`config.mk`:
```
export PLATFORM = sky130hd
export DESIGN_NAME = booth_datapath
export DESIGN_NICKNAME = d
export VERILOG_FILES = /design/src/rtl/booth_datapath.sv
export SDC_FILE = /design/constraint.sdc
export NUM_CORES = 1
export LEC_CHECK = 0
export BUFFER_PORTS_ARGS = -buffer_cell sky130_fd_sc_hd__buf_4
export CAP_MARGIN = 20
export CORE_MARGIN = 2
export CORE_UTILIZATION = 56
export CTS_CLUSTER_SIZE = 40
export DETAILED_ROUTE_END_ITERATION = 12
export PLACE_DENSITY = 0.79
export SETUP_SLACK_MARGIN = 0.1
export SYNTH_ARGS = -nofsm -noshare
export SYNTH_HDL_FRONTEND = slang
export SYNTH_SLANG_ARGS = --single-unit
export TNS_END_PERCENT = 100
```
`constraint.sdc`:
```
create_clock -name clk -period 3.45 [get_ports clk]
set_clock_uncertainty 0.05 [all_clocks]
set_input_delay 0.345 -clock clk [delete_from_list [all_inputs] [get_ports clk]]
set_output_delay 0.345 -clock clk [all_outputs]
set_load 0.05 [all_outputs]
```
`src/rtl/booth_datapath.sv`:
```
// booth_datapath: radix-2 Booth signed-multiplier datapath driven by an external
// controller FSM. Holds the operand registers, runs one add/subtract-and-shift
// step per enabled cycle, flags completion on count and captures the product
// on load_P.
//
// Ports:
//   clk, reset          rising-edge clock, asynchronous active-high reset
//   a_in  [WIDTH]       multiplicand (two's complement)
//   b_in  [WIDTH]       multiplier   (two's complement)
//   enable_A            load multiplicand (load phase only)
//   enable_B            load multiplier, clear step state (load phase only)
//   enable_PP           run one Booth step per cycle
//   load_P              capture product when count is high
//   count               registered: all WIDTH steps complete
//   product [2*WIDTH]   registered signed product
//   product_valid       registered: product belongs to the current operand pair
module booth_datapath #(
  parameter int unsigned WIDTH = 8
) (
  input  logic                 clk,
  input  logic                 reset,
  input  logic [WIDTH-1:0]     a_in,
  input  logic [WIDTH-1:0]     b_in,
  input  logic                 enable_A,
  input  logic                 enable_B,
  input  logic                 enable_PP,
  input  logic                 load_P,
  output logic                 count,
  output logic [2*WIDTH-1:0]   product,
  output logic                 product_valid
);

  localparam int unsigned AW = WIDTH + 1;
  localparam int unsigned SW = $clog2(WIDTH + 1);
  localparam int unsigned PW = 2 * WIDTH;
  localparam logic [SW-1:0] STEP_LAST = SW'(WIDTH - 1);
  localparam logic [SW-1:0] STEP_DONE = SW'(WIDTH);

  logic [AW-1:0]    a_q, a_d;
  logic [AW-1:0]    acc_q, acc_d;
  logic [WIDTH-1:0] q_q, q_d;
  logic             qm1_q, qm1_d;
  logic [SW-1:0]    step_q, step_d;
  logic             count_q, count_d;
  logic [PW-1:0]    product_q, product_d;
  logic             valid_q, valid_d;

  logic [AW-1:0]    sum;
  logic             step_en;
  logic             capture;

  // A step runs only while enabled, not done, and not already past the last step
  // (step parks at WIDTH after capture so a lingering enable_PP cannot rerun).
  assign step_en = enable_PP && !count_q && (step_q != STEP_DONE);
  assign capture = load_P && count_q;

  // Booth recode of {Q[0], q_m1}; WIDTH+1 bits means no overflow for any operand.
  always_comb begin
    unique case ({q_q[0], qm1_q})
      2'b01:   sum = acc_q + a_q;
      2'b10:   sum = acc_q - a_q;
      default: sum = acc_q;
    endcase
  end

  // Next-state logic
  always_comb begin
    a_d       = a_q;
    acc_d     = acc_q;
    q_d       = q_q;
    qm1_d     = qm1_q;
    step_d    = step_q;
    count_d   = count_q;
    product_d = product_q;
    valid_d   = valid_q;

    if (!enable_PP && enable_A) begin
      a_d = {a_in[WIDTH-1], a_in};
    end

    if (step_en) begin
      // Arithmetic shift right of {ACC, Q, q_m1} after the add/subtract
      acc_d  = {sum[AW-1], sum[AW-1:1]};
      q_d    = {sum[0], q_q[WIDTH-1:1]};
      qm1_d  = q_q[0];
      step_d = step_q + SW'(1);
      if (step_q == STEP_LAST) begin
        count_d = 1'b1;
      end
    end

    if (capture) begin
      product_d = {acc_q[WIDTH-1:0], q_q};
      valid_d   = 1'b1;
      count_d   = 1'b0;
    end

    // A new multiplier load restarts the operation; product itself is kept.
    if (!enable_PP && enable_B) begin
      q_d     = b_in;
      acc_d   = '0;
      qm1_d   = 1'b0;
      step_d  = '0;
      count_d = 1'b0;
      valid_d = 1'b0;
    end
  end

  // State registers
  always_ff @(posedge clk or posedge reset) begin
    if (reset) begin
      a_q       <= '0;
      acc_q     <= '0;
      q_q       <= '0;
      qm1_q     <= 1'b0;
      step_q    <= '0;
      count_q   <= 1'b0;
      product_q <= '0;
      valid_q   <= 1'b0;
    end else begin
      a_q       <= a_d;
      acc_q     <= acc_d;
      q_q       <= q_d;
      qm1_q     <= qm1_d;
      step_q    <= step_d;
      count_q   <= count_d;
      product_q <= product_d;
      valid_q   <= valid_d;
    end
  end

  assign count         = count_q;
  assign product       = product_q;
  assign product_valid = valid_q;

endmodule

```
After elaboration in Yosys (flattened, before gate mapping)
Index checks and enable logic that the tools add are counted.
{"block": "classes", "n_mux": 15, "n_bitwise": 0, "n_addsub": 3, "magnitude_cmp": 0, "n_mul": 0, "n_div": 0, "n_reduce_logical": 12, "n_eq_ne": 4, "shifts": 0}
{"op": "two-way mux 9 bit", "count": 2}
{"op": "one-hot mux 9 bit (2 select lines)", "count": 1}
{"op": "two-way mux 8 bit", "count": 2}
{"op": "adder 9 bit", "count": 1}
{"op": "subtractor 9 bit", "count": 1}
{"op": "two-way mux 1 bit", "count": 8}
{"op": "two-way mux 4 bit", "count": 2}
{"op": "nonzero test 3 bit", "count": 2}
{"op": "logical AND 1 bit", "count": 5}
{"op": "adder 4 x 1 -> 4 bit (second input constant)", "count": 1}
{"op": "equality test 4 x 3 -> 1 bit (second input constant)", "count": 1}
{"op": "inequality test 4 bit (second input constant)", "count": 1}
{"op": "nonzero test 2 bit", "count": 2}
{"op": "equality test 2 x 1 -> 1 bit (second input constant)", "count": 1}
{"op": "equality test 2 bit (second input constant)", "count": 1}
{"op": "zero test 1 bit", "count": 2}
{"op": "AND reduction 2 bit", "count": 1}
{"block": "word_totals", "inputBits": 22, "ramBits": 0, "out_inout_bits": 18, "word_cells": 42, "rom_bits": 0, "memories": 0, "ff_bits": 48, "latch_bits": 0}

Longest topological paths before layout
{"block": "logic_depth", "ltp_word": 6, "ltp_mapped": 12}

Least setup slack after synthesis
OpenSTA, ideal clock, no wires.
{"block": "synth_path", "path_type": "reg-to-reg", "start": "register qm1_q", "end": "register acc_q[7]", "setup_slack_ps": 905, "required_ps": 3271, "period_less_slack_ps": 2545, "t_arrival_ps": 2366, "path_stages_with_launch": 12, "cell_sequence": "dfrtp_1 -> inv_1 -> ha_1 -> clkbuf_1 -> mux2_2 -> fa_1 -> nor2b_4 -> o31a_1 -> o21ai_2 -> xor2_1 -> o211ai_1 -> o31ai_1"}
{"block": "synth_between", "elab_chain_len": 4}
{"item": "start: declaration", "line": "42", "text": "logic qm1_q, qm1_d;"}
{"item": "start signal: assignment", "line": "124", "text": "qm1_q <= qm1_d;"}
{"item": "equality test 2 bit or equality test 2 x 1 -> 1 bit (tied branches)", "line": "59", "text": "unique case ({q_q[0], qm1_q})"}
{"item": "one-hot mux 9 bit (2 select lines) *", "line": "59"}
{"item": "two-way mux 9 bit *", "line": "81", "text": "if (step_en) begin"}
{"item": "two-way mux 9 bit *", "line": "99", "text": "if (!enable_PP && enable_B) begin"}
{"item": "end signal: assignment", "line": "113", "text": "acc_q <= '0;"}
{"item": "end signal: assignment", "line": "122", "text": "acc_q <= acc_d;"}
{"item": "end: declaration", "line": "40", "text": "logic [AW-1:0] acc_q, acc_d;"}
Mark *: on every way between the ends. The rest lies on a longest branch, timed or not. The select of a mux whose other input is x is not followed.
A chain may end at the register's enable or synchronous reset.

Final worst setup path
Ends and elaborated chain as after synthesis.

==> results.json <==
{
  "status": "finished, final reports clean",
  "worst_pin_slew_ns": 0.7512,
  "initial_core_util_pct": 57.44,
  "drt-initial-drc-count": 108,
  "async_flop_share_pct": 100.0,
  "ant_nets": 0,
  "die-width_um": 70.60,
  "critical_path_buf_inv_count": 1,
  "routabilityCongestion": 0.8390,
  "syn_inst": 243,
  "ys_seq_area_share_pct": 47.36,
  "fin_setup_tns_ns": 0,
  "numCtsBuffers": 5,
  "synth_area_per_cell_um2": 10.22,
  "grt.total_usage_pct": 22.35,
  "cp.required_ns": 3.58,
  "path_clk_slew_ns": 0.08,
  "peakVddDrop_v": 0.0005252,
  "cap_violations": 0,
  "clk_latency_ns": 0.30,
  "synth_area_um2": 2484,
  "synth_edf_count": 0,
  "dieArea_um2": 4984,
  "cts_buffer_depth": 2,
  "synth_nets": 278,
  "critPathKind": "register to register",
  "fin_crit_ns": 2.665,
  "dieHeight_um": 70.60,
  "synth_cell_types": 42,
  "ys_ff_latch": 47,
  "vias": 1916,
  "dp_cells": 327,
  "ioPinCount": 40,
  "synthFlopType": "dfrtp_1",
  "hold_viol_final": 0,
  "p_sw_w": 0.001038,
  "path_cells": "inv_1, ha_1, mux2_2, fa_1, nor2b_4, o31a_1, o21ai_2, xor2_1, o211ai_1, o31ai_1",
  "h-tree-depth": 2,
  "cp_top_family": "adder cells",
  "routedWlPerCell_um": 14.70,
  "power_leakage_nw": 1.412,
  "max_freq_ghz": 0.3752,
  "synth_area_leaders": "dfrtp_1 47%, mux2_2 8.6%, ha_1 6.0%, nand2_1 4.5%, o21ai_0 3.2%",
  "powerDensity_nw_per_um2": 837.9,
  "grt_pass1_wl_um": 8873,
  "fin_crit_sh_pct": 77.26,
  "slowest_stage": "fa_1",
  "post_drt_via_cell_ratio": 5.702,
  "dp_hpwl_um": 3503,
  "end_kind": "register",
  "most-common-layout-cells": "47 x dfrtp_1, 41 x buf_4, 30 x nand2_1",
  "n_antenna_cell": 0,
  "gr-total-overflow": 0,
  "max_stage_delay_ns": 0.45,
  "drc": 0,
  "post-place-ws_ns": 0.8165,
  "cts_root_buffer": "clkbuf_8",
  "crit_fanout": 9,
  "switching_share_pct": 41.96,
  "post_dp_cell_area_um2": 2815,
  "fill_cells": 357,
  "final_common_cell": "dfrtp_1",
  "worst_ep_arrival_time_ns": 2.80,
  "first_global_vias": 1927,
  "setup_viol": 0,
  "relSlewSlack_pct": 49.82,
  "rows": 24,
  "final_net_count": 319,
  "synth_top_area_share_pct": 47.36,
  "port_buffers": 39,
  "grt_antenna_before_repair": 0,
  "grt_max_degree": 48,
  "dr.pass1.iters": 4,
  "slew_viol_final": 0,
  "share_comb_of_total_power_pct": 50.0,
  "pwr-share-seq_pct": 34.1,
  "p_int_w": 0.001435,
  "cts_tree": "yes",
  "wl_um": 4938,
  "areaGrowthSynthToFinish_pct": 18.84,
  "cp-start-kind": "register",
  "rsz0062_at_grt": "false",
  "drive_gt1_share_pct": 27.82,
  "cts_setup_buffers": 0,
  "cts_sinks": 47,
  "fin_total_pwr_w": 0.002473,
  "stdcell_area_um2": 2952,
  "fin_cells": 336,
  "yosys_warnings": 0,
  "pwr-share-clk_pct": 15.9,
  "coreArea_um2": 4324,
  "hp-class": "input pin to register",
  "yosysTopAreaCell": "dfrtp_1",
  "fin_ws_ns": 0.7845
}
[power groups by stage]
stage / Clock [W] / Sequential, W / Combinational, W
2_1_floorplan: 0 / 0.00106 / 0.000725
3_3_place_gp: 0 / 0.000849 / 0.00119
3_5_place_dp: 0 / 0.000855 / 0.00122
4_1_cts: 0.000400 / 0.000844 / 0.00123
5_1_grt: 0.000420 / 0.000871 / 0.00137
6_report: 0.000392 / 0.000844 / 0.00124
[cell families after synthesis]
family	synth area share, %
and+or+nand+nor	15.06
AOI/OAI and AO/OA	14.76
DFF	47.36
buffers and inverters	3.476
muxes	8.615
adders and majority gates	6.851
xor gates and xnor gates	3.879
[flip-flops by register name, summed over array words and instances, names as in the netlist]
register       count
q_q                8
count              1
qm1_q              1
step_q             4
product_valid      1
product           16
a_q                8
acc_q              8
[worst reg2reg max path, stage by stage, from the launching register on]
cell and delay [ns]:
dfrtp_1 0.39, inv_1 0.06, ha_1 0.31, mux2_2 0.41, fa_1 0.45, nor2b_4 0.14
o31a_1 0.19, o21ai_2 0.09, xor2_1 0.19, o211ai_1 0.17, o31ai_1 0.10
[timing repair]
item                      4_1_cts  5_1_grt
hold endpoints to repair        0       14
resized for setup               0        0
hold buffers                    0        1
[routing by layer]
metal | GRT usage, % | part of all wire [%] | up-vias
li1 | - | - | 931
met5 | 0 | 0 | -
met4 | 7.338 | 1.8 | 0
met2 | 34.38 | 48 | 45
met3 | 5.128 | 4.1 | 9
met1 | 31.84 | 46 | 931
[cell type report]
cell class | instances | area, um2 | share of cell area [%]
clock buffer | 5 | 68.82 | 2.331
multi-input combinational | 175 | 1221 | 41.37
inverter | 12 | 45.04 | 1.526
sequential | 47 | 1176 | 39.85
timing repair buffer | 43 | 337.8 | 11.45
clock inverter | 2 | 37.54 | 1.272
tap | 52 | 65.06 | 2.204
[through the flow]
| stage | util (%) | hold WS, ns |
|---|---|---|
| global route | 68.26 | 0.2090 |
| global placement | 65.10 | 0.4117 |
| floorplan | - | 0.4118 |
| finish | 68.26 | 0.2014 |
| detailed placement | 65.10 | 0.4214 |
| CTS | 67.56 | 0.1940 |
[synthesized netlist by cell type, types with 2 or more instances]
cell and count:
ha_1 12, clkbuf_1 3, a21oi_1 12, nor2_1 15, o21ai_0 16, xor2_1 2
inv_1 11, a22oi_1 6, o21a_1 3, dfrtp_1 47, buf_2 6, nand3_1 8
nor2b_1 2, nand2_1 30, o211ai_1 3, a211oi_1 5, xnor2_1 9, o31ai_1 2
o31a_1 2, nand2b_1 4, mux2_2 19, nor2b_4 2, and2_1 2, nor3_1 4
[worst paths after layout]
kind	start	cells after the start	endpoint	slack (ns)
worst max-delay path	qm1_q$_DFFE_PP0P_	10	acc_q[7]$_DFFE_PP0P_	0.78
min in group asynchronous	reset	3	q_q[5]$_DFFE_PP0P_	0.51
worst min register to register	product[9]$_DFFE_PP0P_	2	product[9]$_DFFE_PP0P_	0.43
max in group asynchronous	reset	4	acc_q[6]$_DFFE_PP0P_	2.36
worst min-delay path	a_in[0]	3	a_q[0]$_DFFE_PP0P_	0.20
worst max register to register	qm1_q$_DFFE_PP0P_	10	acc_q[7]$_DFFE_PP0P_	0.78
No activity file was read; power rests on OpenSTA's default activity.
